**src/rtl/jt89_gg_pkg.sv**
```systemverilog
// jt89_gg shared definitions: register map, attenuation table, LFSR seed, noise rates.
package jt89_gg_pkg;

    // Register indices carried in din[6:4] of a latch byte
    localparam logic [2:0] IDX_TONE0     = 3'd0;
    localparam logic [2:0] IDX_VOL0      = 3'd1;
    localparam logic [2:0] IDX_TONE1     = 3'd2;
    localparam logic [2:0] IDX_VOL1      = 3'd3;
    localparam logic [2:0] IDX_TONE2     = 3'd4;
    localparam logic [2:0] IDX_VOL2      = 3'd5;
    localparam logic [2:0] IDX_NOISE     = 3'd6;
    localparam logic [2:0] IDX_NOISE_VOL = 3'd7;

    // Noise control bits [1:0]
    typedef enum logic [1:0] {
        NR_16  = 2'd0,
        NR_32  = 2'd1,
        NR_64  = 2'd2,
        NR_CH2 = 2'd3
    } noise_rate_e;

    // 2 dB attenuation steps; 15 is mute
    function automatic logic [8:0] att_amp(input logic [3:0] att);
        case (att)
            4'd0:    return 9'd511;
            4'd1:    return 9'd406;
            4'd2:    return 9'd322;
            4'd3:    return 9'd256;
            4'd4:    return 9'd203;
            4'd5:    return 9'd161;
            4'd6:    return 9'd128;
            4'd7:    return 9'd102;
            4'd8:    return 9'd81;
            4'd9:    return 9'd64;
            4'd10:   return 9'd51;
            4'd11:   return 9'd40;
            4'd12:   return 9'd32;
            4'd13:   return 9'd26;
            4'd14:   return 9'd20;
            default: return 9'd0;
        endcase
    endfunction

    // LFSR starts with only the MSB set (width up to 16)
    function automatic logic [15:0] lfsr_seed(input int w);
        return 16'h1 << (w - 1);
    endfunction

    // Half-period of the internal noise divider for the fixed rates
    function automatic logic [9:0] noise_div(input logic [1:0] rate);
        return 10'd16 << rate;
    endfunction

endpackage

```
**src/rtl/jt89_gg_tone.sv**
```systemverilog
// One square-wave generator: 10-bit down counter with polarity flip-flop.
module jt89_gg_tone (
    input  logic       clk,
    input  logic       rst_n,
    input  logic       step,
    input  logic [9:0] period,
    output logic       pol,
    output logic       rise
);
    logic [9:0] cnt_q, cnt_d;
    logic       pol_q, pol_d;

    // Count down on each step; reload and toggle on reaching zero, DC for period <= 1
    always_comb begin
        cnt_d = cnt_q;
        pol_d = pol_q;
        if (step) begin
            if (cnt_q <= 10'd1) begin
                cnt_d = period;
                pol_d = (period <= 10'd1) ? 1'b1 : ~pol_q;
            end else begin
                cnt_d = cnt_q - 10'd1;
            end
        end
    end

    // Counter and polarity registers
    always_ff @(posedge clk or negedge rst_n) begin
        if (!rst_n) begin
            cnt_q <= '0;
            pol_q <= 1'b1;
        end else begin
            cnt_q <= cnt_d;
            pol_q <= pol_d;
        end
    end

    assign pol  = pol_q;
    assign rise = pol_d & ~pol_q;
endmodule

```
**src/rtl/jt89_gg.sv**
```systemverilog
// SN76489-family PSG with selectable LFSR and Game Gear stereo panning.
module jt89_gg
    import jt89_gg_pkg::*;
#(
    parameter int          PRESCALE = 16,
    parameter int          LFSR_W   = 16,
    parameter logic [15:0] TAPS     = 16'h0009,
    parameter int          MIX_W    = 12
) (
    input  logic                    clk,
    input  logic                    rst_n,
    input  logic                    clken,
    input  logic                    wr_n,
    input  logic                    pan_wr_n,
    input  logic [7:0]              din,
    output logic signed [9:0]       ch0,
    output logic signed [9:0]       ch1,
    output logic signed [9:0]       ch2,
    output logic signed [9:0]       noise,
    output logic signed [MIX_W-1:0] left,
    output logic signed [MIX_W-1:0] right
);
    localparam int PW = (PRESCALE > 1) ? $clog2(PRESCALE) : 1;
    localparam logic [LFSR_W-1:0] SEED = LFSR_W'(lfsr_seed(LFSR_W));

    logic [PW-1:0]       pre_q, pre_d;
    logic [2:0][9:0]     per_q, per_d;
    logic [3:0][3:0]     att_q, att_d;
    logic [2:0]          nctl_q, nctl_d;
    logic [2:0]          latch_q, latch_d;
    logic [7:0]          pan_q, pan_d;
    logic [LFSR_W-1:0]   lfsr_q, lfsr_d;
    // "strobe was low at the last clken sample"; set in reset so a held strobe needs a release first
    logic                wr_low_q, wr_low_d, pan_low_q, pan_low_d;
    logic [3:0][9:0]     chan_q, chan_d;
    logic [MIX_W-1:0]    left_q, left_d, right_q, right_d;

    logic                step, wr_take, pan_take, nshift, fb;
    logic [3:0][9:0]     tper;
    logic [3:0]          pol, rise;
    logic                unused;

    assign step = clken && (pre_q == PW'(PRESCALE - 1));
    // Slot 3 is the noise divider, running at a fixed half-period selected by the rate
    assign tper = {noise_div(nctl_q[1:0]), per_q};

    for (genvar g = 0; g < 4; g++) begin : g_tone
        jt89_gg_tone u_tone (
            .clk    (clk),
            .rst_n  (rst_n),
            .step   (step),
            .period (tper[g]),
            .pol    (pol[g]),
            .rise   (rise[g])
        );
    end
    assign unused = ^{pol[3], rise[1:0]};

    assign nshift = (noise_rate_e'(nctl_q[1:0]) == NR_CH2) ? rise[2] : rise[3];
    assign fb     = nctl_q[2] ? ^(lfsr_q & TAPS[LFSR_W-1:0]) : lfsr_q[0];

    // Register file, strobe edge qualification, prescaler and LFSR
    always_comb begin
        pre_d     = pre_q;
        per_d     = per_q;
        att_d     = att_q;
        nctl_d    = nctl_q;
        latch_d   = latch_q;
        pan_d     = pan_q;
        lfsr_d    = lfsr_q;
        wr_low_d  = wr_low_q;
        pan_low_d = pan_low_q;
        wr_take   = 1'b0;
        pan_take  = 1'b0;
        if (clken) begin
            pre_d     = (pre_q == PW'(PRESCALE - 1)) ? '0 : pre_q + PW'(1);
            wr_take   = ~wr_n & ~wr_low_q;
            pan_take  = ~pan_wr_n & ~pan_low_q;
            wr_low_d  = ~wr_n;
            pan_low_d = ~pan_wr_n;
            if (nshift) lfsr_d = {fb, lfsr_q[LFSR_W-1:1]};
            if (pan_take) pan_d = din;
            if (wr_take) begin
                if (din[7]) begin
                    latch_d = din[6:4];
                    if (din[6:4] == IDX_NOISE) begin
                        nctl_d = din[2:0];
                        lfsr_d = SEED;
                    end else if (din[4]) begin
                        att_d[din[6:5]] = din[3:0];
                    end else begin
                        per_d[din[6:5]][3:0] = din[3:0];
                    end
                end else if (!latch_q[0] && latch_q != IDX_NOISE) begin
                    // data bytes only extend a latched tone period
                    per_d[latch_q[2:1]][9:4] = din[5:0];
                end
            end
        end
    end

    // Signed channel levels and panned sums
    always_comb begin
        left_d  = '0;
        right_d = '0;
        for (int i = 0; i < 4; i++) begin
            logic pos;
            logic [9:0] amp;
            pos = (i == 3) ? lfsr_q[0] : pol[i];
            amp = {1'b0, att_amp(att_q[i])};
            chan_d[i] = pos ? amp : 10'd0 - amp;
            if (pan_q[4+i]) left_d  = left_d  + {{(MIX_W-10){chan_q[i][9]}}, chan_q[i]};
            if (pan_q[i])   right_d = right_d + {{(MIX_W-10){chan_q[i][9]}}, chan_q[i]};
        end
    end

    // State and output registers
    always_ff @(posedge clk or negedge rst_n) begin
        if (!rst_n) begin
            pre_q     <= '0;
            per_q     <= '0;
            att_q     <= '1;
            nctl_q    <= '0;
            latch_q   <= IDX_TONE0;
            pan_q     <= 8'hFF;
            lfsr_q    <= SEED;
            wr_low_q  <= 1'b1;
            pan_low_q <= 1'b1;
            chan_q    <= '0;
            left_q    <= '0;
            right_q   <= '0;
        end else begin
            pre_q     <= pre_d;
            per_q     <= per_d;
            att_q     <= att_d;
            nctl_q    <= nctl_d;
            latch_q   <= latch_d;
            pan_q     <= pan_d;
            lfsr_q    <= lfsr_d;
            wr_low_q  <= wr_low_d;
            pan_low_q <= pan_low_d;
            chan_q    <= chan_d;
            left_q    <= left_d;
            right_q   <= right_d;
        end
    end

    assign ch0   = $signed(chan_q[0]);
    assign ch1   = $signed(chan_q[1]);
    assign ch2   = $signed(chan_q[2]);
    assign noise = $signed(chan_q[3]);
    assign left  = $signed(left_q);
    assign right = $signed(right_q);
endmodule

```
**config.mk**
```make
export PLATFORM = sky130hd
export DESIGN_NAME = jt89_gg
export DESIGN_NICKNAME = d
export VERILOG_FILES = /design/src/rtl/jt89_gg_pkg.sv /design/src/rtl/jt89_gg_tone.sv /design/src/rtl/jt89_gg.sv
export SDC_FILE = /design/constraint.sdc
export NUM_CORES = 1
export LEC_CHECK = 0
export CAP_MARGIN = 5
export CORE_ASPECT_RATIO = 1.75
export CORE_MARGIN = 8
export CORE_UTILIZATION = 40
export CTS_CLUSTER_SIZE = 40
export DETAILED_ROUTE_END_ITERATION = 10
export GPL_TIMING_DRIVEN = 0
export HOLD_SLACK_MARGIN = 0.12
export PLACE_DENSITY = 0.54
export SLEW_MARGIN = 10
export SYNTH_ARGS = -nofsm -noshare
export SYNTH_HDL_FRONTEND = slang
export SYNTH_SLANG_ARGS = --single-unit
```
**constraint.sdc**
```tcl
create_clock -name clk -period 8.97 [get_ports clk]
set_input_delay 0.897 -clock clk [delete_from_list [all_inputs] [get_ports clk]]
set_output_delay 0.897 -clock clk [all_outputs]
set_load 0.005 [all_outputs]
```
Word-level counts from Yosys, hierarchy flattened

Memories as Yosys holds them, arrays and structs flattened.
Index checks and enable logic that the tools add are counted.

Register bits: 190
Latch bits: 0
Bits in writable memories: 0
ROM bits: 576
Input bits: 13
Output and inout bits: 64
Logic and storage cells: 137
Memories kept: 4

Add/subtract/negate cells: 15
Multiply operators: 0
Div/mod/pow operators: 0
Magnitude comparators: 12
Eq/ne operators: 6
Shift-type cells: 1
Muxes and demuxes: 44
Bitwise gates (word level): 13
Reductions and logical operators: 14

Memories:

| memory          | words | width | rd ports | clocked after memory_dff | wr ports | RTL line          | source |
|---|---|---|---|---|---|---|---|
| (no name shown) | 16    | 9     | 1        | 0                        | 0        | jt89_gg_pkg.sv:24 | `case (att)` |
| (no name shown) | 16    | 9     | 1        | 0                        | 0        | jt89_gg_pkg.sv:24 |  |
| (no name shown) | 16    | 9     | 1        | 0                        | 0        | jt89_gg_pkg.sv:24 |  |
| (no name shown) | 16    | 9     | 1        | 0                        | 0        | jt89_gg_pkg.sv:24 |  |

Operator list:

| operator                                                           | count |
|---|---|
| two-way mux 30 bit                                                 | 4 |
| two-way mux 12 bit                                                 | 8 |
| two-way mux 10 bit                                                 | 9 |
| <= comparator 10 x 1 -> 1 bit (second input constant)              | 8 |
| adder 12 bit                                                       | 6 |
| two-way mux 16 bit                                                 | 4 |
| bitwise mux 30 bit                                                 | 2 |
| demux 10 bit (select 2 bit)                                        | 2 |
| subtractor 1 x 9 -> 10 bit (first input constant)                  | 4 |
| subtractor 10 x 1 -> 10 bit (second input constant)                | 4 |
| bitwise mux 16 bit                                                 | 1 |
| parity 16 bit                                                      | 1 |
| two-way mux 4 bit                                                  | 3 |
| two-way mux 1 bit                                                  | 10 |
| AND reduction 5 bit                                                | 2 |
| left shift 5 x 2 -> 10 bit (first input constant)                  | 1 |
| inverter 1 bit                                                     | 9 |
| demux 4 bit (select 2 bit)                                         | 1 |
| less-than comparator 2 x 3 -> 1 bit (second input constant)        | 2 |
| AND reduction 2 bit                                                | 3 |
| adder 4 x 1 -> 4 bit (second input constant)                       | 1 |
| bitwise AND 1 bit                                                  | 4 |
| equality test 4 bit (second input constant)                        | 1 |
| greater-or-equal comparator 2 x 1 -> 1 bit (second input constant) | 2 |
| other kinds (9)                                                    | 13 |

Logic depth before layout (Yosys ltp)

Depth after elaboration: 11
Gate-level depth with buffers: 29
Mapped depth without buffers: 27

Hierarchy

A second synthesis with hierarchy kept.

Cells, all modules: 1391
Area total of the unflattened synthesis: 13133.8 um^2

By module, submodules not included:

| module       | instances | cells each | area an instance (um^2) | seq. area each (um^2) |
|---|---|---|---|---|
| jt89_gg      | 1         | 1079       | 10221.1                 | 3687.3 |
| jt89_gg_tone | 4         | 78         | 728.2                   | 276.5 |

Worst setup path after synthesis

Ideal clock, no wire load.

Kind: reg-to-reg
Start point: reg pan_q[0]
End point: reg right_q[11], in the netlist right[11]
Library setup time: 125 ps
Arrival: 5281 ps
Data required time: 8845 ps
Setup slack: 3564 ps
Stages on the path, launching flop included: 29
Path buffers: 2
Clock period less this slack: 5406 ps
Cells stage by stage: dfstp_2 -> clkbuf_1 -> clkbuf_1 -> and2_1 -> ha_1 -> inv_1 -> fa_1 -> inv_1 -> maj3_1 -> nand3_1 -> a21oi_1 -> o21a_1 -> o21a_1 -> o21ai_0 -> a31o_2 -> ha_1 -> and3_1 -> a31oi_1 -> nor2b_1 -> xnor2_1 -> mux2_2 -> ha_1 -> a21o_1 -> a21oi_1 -> o31a_1 -> xnor2_1 -> nand2_1 -> xor2_1 -> xnor2_1

Word-level cells in the longest chain between the ends: 7

Ends and longest elaborated chain:

| item                     | RTL line       | source |
|---|---|---|
| start: declaration       | jt89_gg.sv:31  | `logic [7:0] pan_q, pan_d;` |
| start signal: assignment | jt89_gg.sv:138 | `pan_q <= pan_d;` |
| two-way mux 12 bit (*)   | jt89_gg.sv:113 | `if (pan_q[i]) right_d = right_d + {{(MIX_W-10){chan_q[i][9]}}, chan_q[i]};` |
| adder 12 bit             | jt89_gg.sv:113 |  |
| two-way mux 12 bit (*)   | jt89_gg.sv:113 |  |
| adder 12 bit             | jt89_gg.sv:113 |  |
| two-way mux 12 bit (*)   | jt89_gg.sv:113 |  |
| adder 12 bit             | jt89_gg.sv:113 |  |
| two-way mux 12 bit (*)   | jt89_gg.sv:113 |  |
| net right_d[11]          | jt89_gg.sv:36  | `logic [MIX_W-1:0] left_q, left_d, right_q, right_d;` |
| end signal: assignment   | jt89_gg.sv:144 | `right_q <= right_d;` |
| end: declaration         | jt89_gg.sv:36  |  |

Mark *: on every way through the listed nets, which the timed path passes. The rest lies on a longest branch.
A chain may end at the register's enable or synchronous reset.

Worst setup path after layout

Same ends and word-level chain as after synthesis.

==> reports/qor.yml <==
cts_hold_buf: 0
cp_top_family: "compound AO/OA/AOI/OAI gates"
setup_viol: 0
dieArea_mm2: 0.0380
reg2reg_from: "pan_q[0]"
cts_tree: "yes"
cts.clk_slew.worst_paths_ns: 0.07
tightest_slew_ns: 1.04
whs_ns: 0.456
cts_max_level: 4
gp_congestion: 0.909
synthTopCellsByArea: "dfrtp_1 31%, ha_1 8.9%, mux2_2 7.7%"
r2r_end: "right[11]"
nets: 1597
hpwl_mm: 28.8
r2r_slack_ns: 2.53
antenna_found_initial: 0
drt_pass1_iterations: 5
setup_tns_ns: 0
antenna_cells: 0
synth_cells: 1392
post_dp_cell_area_mm2: 0.0140
finalCriticalPeriod_ns: 6.44
die_h_um: 252
start_kind: "flip-flop"
peakVddDrop_mv: 0.197
max_cap_violations: 0
avgRoutedWirePerCell_um: 19.3
drt_iter0_markers: 543
p_leak_nw: 6.30
p_per_area_mw_per_mm2: 346
syn-cell-area_mm2: 0.0127
core_mm2: 0.0314
start_util_pct: 40.5
finalHoldViolCount: 0
grt_pass1_wl_mm: 57.6
max_freq_mhz: 155
grt_pass1_vias: 10769
cts_setup_buffers: 0
grt_use_total_pct: 19.6
cts_root_buffer: "clkbuf_16"
cts_buffer_depth: 2
slew-limit-headroom_pct: 30.1
reg2reg_depth: 28
routed_wl_mm: 36.6
cp-end-kind: "flip-flop"
post_cts_resized: 0
fillCellCount: 3089
synthesis.nets: 1502
synth_edf_count: 0
avgSynthCellArea_um2: 9.15
final_area_mm2: 0.0146
arrival_ns: 6.78
fin_crit_sh_pct: 71.8
yosys_warnings: 0
num_vias: 10620
fin_worst_skew_ns: 0.0218
ios: 77
status: "finished clean"
syn_to_final_growth_pct: 15.0
synth-seq-cells: 190
grt_setup_unrepaired: "false"
max_stage_delay_ns: 0.52
criticalPathCategory: "flip-flop to flip-flop"
clkSinkCount: 190
via_per_inst: 5.60
clock_latency_ns: 0.46
required_ns: 9.31
rows: 86
port_buffers: 75
grt_max_degree: 98
ys.flop_type: "dfrtp_1"
route.detailed.drc: 0
synth_top_area_share_pct: 31.2
setup_ws_ns: 2.53
fp.dieW_um: 151
drt.antenna.violating_nets: 0
synth.distinct_cells: 74
ys_seq_area_share_pct: 37.6
cp_max_fo: 10
yosysTopAreaCell: "dfrtp_1"
hold_path_class: "primary input to asynchronous set/reset pin"
cpMaxStageDelayCell: "dfstp_2"
crit_buf_inv: 4
cts_made_buffers: 17
slew_violations: 0
drive_gt1_share_pct: 11.5
place_ws_ns: 2.50
fin_util_pct: 46.6
grt_overflow_total: 0
async_flop_share_pct: 100
registers in the layout (all words and copies together), names as in the netlist, 12 cells and up:
name,flops
left,12
att_q,16
lfsr_q,16
right,12
per_q,30
g_tone.u_tone.cnt_q,40
cell usage after synthesis, types with 8 or more instances:
| master | n |
|---|---|
| o21ai_0 | 115 |
| nand2_1 | 108 |
| dfrtp_1 | 159 |
| nor3_1 | 41 |
| inv_1 | 69 |
| nand3_1 | 24 |
| xor2_1 | 24 |
| nor2_1 | 123 |
| a21oi_1 | 126 |
| o21bai_1 | 8 |
| dfstp_2 | 31 |
| clkbuf_1 | 49 |
| mux2_2 | 87 |
| mux2i_1 | 20 |
| nor2b_1 | 18 |
| a22o_1 | 16 |
| a31oi_1 | 15 |
| a211oi_1 | 11 |
| nor4_1 | 9 |
| a21o_1 | 17 |
| or3_1 | 13 |
| nand2b_1 | 14 |
| ha_1 | 91 |
| xnor2_1 | 55 |
| o21a_1 | 16 |
| and2_1 | 14 |
| o31ai_1 | 8 |
cells in the final DEF (no fill, tap or decap), types with 5 or more instances in the layout:
cell type        instances
a211o_1                  5
a211oi_1                11
a21boi_0                 7
a21o_1                  17
a21oi_1                126
a22o_1                  16
a31oi_1                 15
and2_1                  14
and3_1                   5
buf_2                    5
clkbuf_1                49
clkbuf_16               17
clkdlybuf4s50_1         74
dfrtp_1                159
dfstp_2                 31
fa_1                     6
ha_1                    91
inv_1                   69
mux2_2                  87
mux2i_1                 20
nand2_1                108
nand2b_1                14
nand3_1                 24
nand4_1                  5
nor2_1                 123
nor2b_1                 18
nor3_1                  41
nor4_1                   9
o21a_1                  16
o21ai_0                115
o21bai_1                 8
o31a_1                   5
o31ai_1                  8
o41ai_1                  7
or3_1                   13
xnor2_1                 55
xor2_1                  24
where the power goes:
part	internal, mW	switching (mW)
Combinational	1.32	1.54
Clock	0.471	0.360
Sequential	1.13	0.239
how the worst max path moves through the flow:
stage / startpoint / slack (ns) / cells past startpoint / end
after floorplan: pan_q[0] / 3.56 / 28 / right[11]
after global placement: rst_n / -1.31 / 1 / right[5]
after detailed placement: pan_q[0] / 2.50 / 28 / right[11]
after CTS: pan_q[0] / 2.48 / 28 / right[11]
after global routing: pan_q[0] / 2.08 / 28 / right[11]
final: pan_q[0] / 2.53 / 28 / right[11]
per-layer routing:
metal	part of all wire [%]	track usage, %	wire (um)	up-vias
met4	6.4	13.1	2330	0
li1	-	-	-	5159
met2	55	37.3	20200	214
met5	0	0	0	-
met1	36	19.0	13100	5155
met3	2.9	2.58	1050	92
worst reg2reg max path, delay by kind of cell (launching register included):
family / cells / cell delay, ns
buf+inv: 4 / 0.95
flops: 1 / 0.52
fa+ha+maj: 5 / 1.46
compound gates: 9 / 1.66
xor+xnor: 4 / 0.53
mux: 1 / 0.31
simple gates: 5 / 0.89
logic make-up (layout without fill, tap and decap cells):
| logic type | count (synthesis) | in the layout | share of synthesized area (%) |
|---|---|---|---|
| buf+inv | 130 | 238 | 4.15 |
| compound gates | 397 | 397 | 19.2 |
| xor+xnor | 79 | 79 | 5.43 |
| flops | 190 | 190 | 37.6 |
| fa+ha+maj | 98 | 98 | 9.96 |
| simple gates | 391 | 391 | 14.4 |
| mux | 107 | 107 | 9.27 |
metrics by stage:
stage	total power [mW]	instances
after floorplan	3.33	1392
after global placement	4.22	1863
after detailed placement	4.27	1864
final	5.07	1896
after global routing	5.47	1896
after CTS	5.12	1896
cell type report:
cell class / instances / area, um2 / share of cell area [%]
Buffer: 60 / 265 / 1.81
Clock buffer: 17 / 425 / 2.90
Clock inverter: 15 / 209 / 1.43
Inverter: 70 / 263 / 1.79
Multi-Input combinational cell: 1072 / 7410 / 50.6
Sequential cell: 190 / 4790 / 32.7
Tap cell: 396 / 495 / 3.38
Timing Repair Buffer: 76 / 783 / 5.35
No activity file was read; power rests on OpenSTA's default activity.
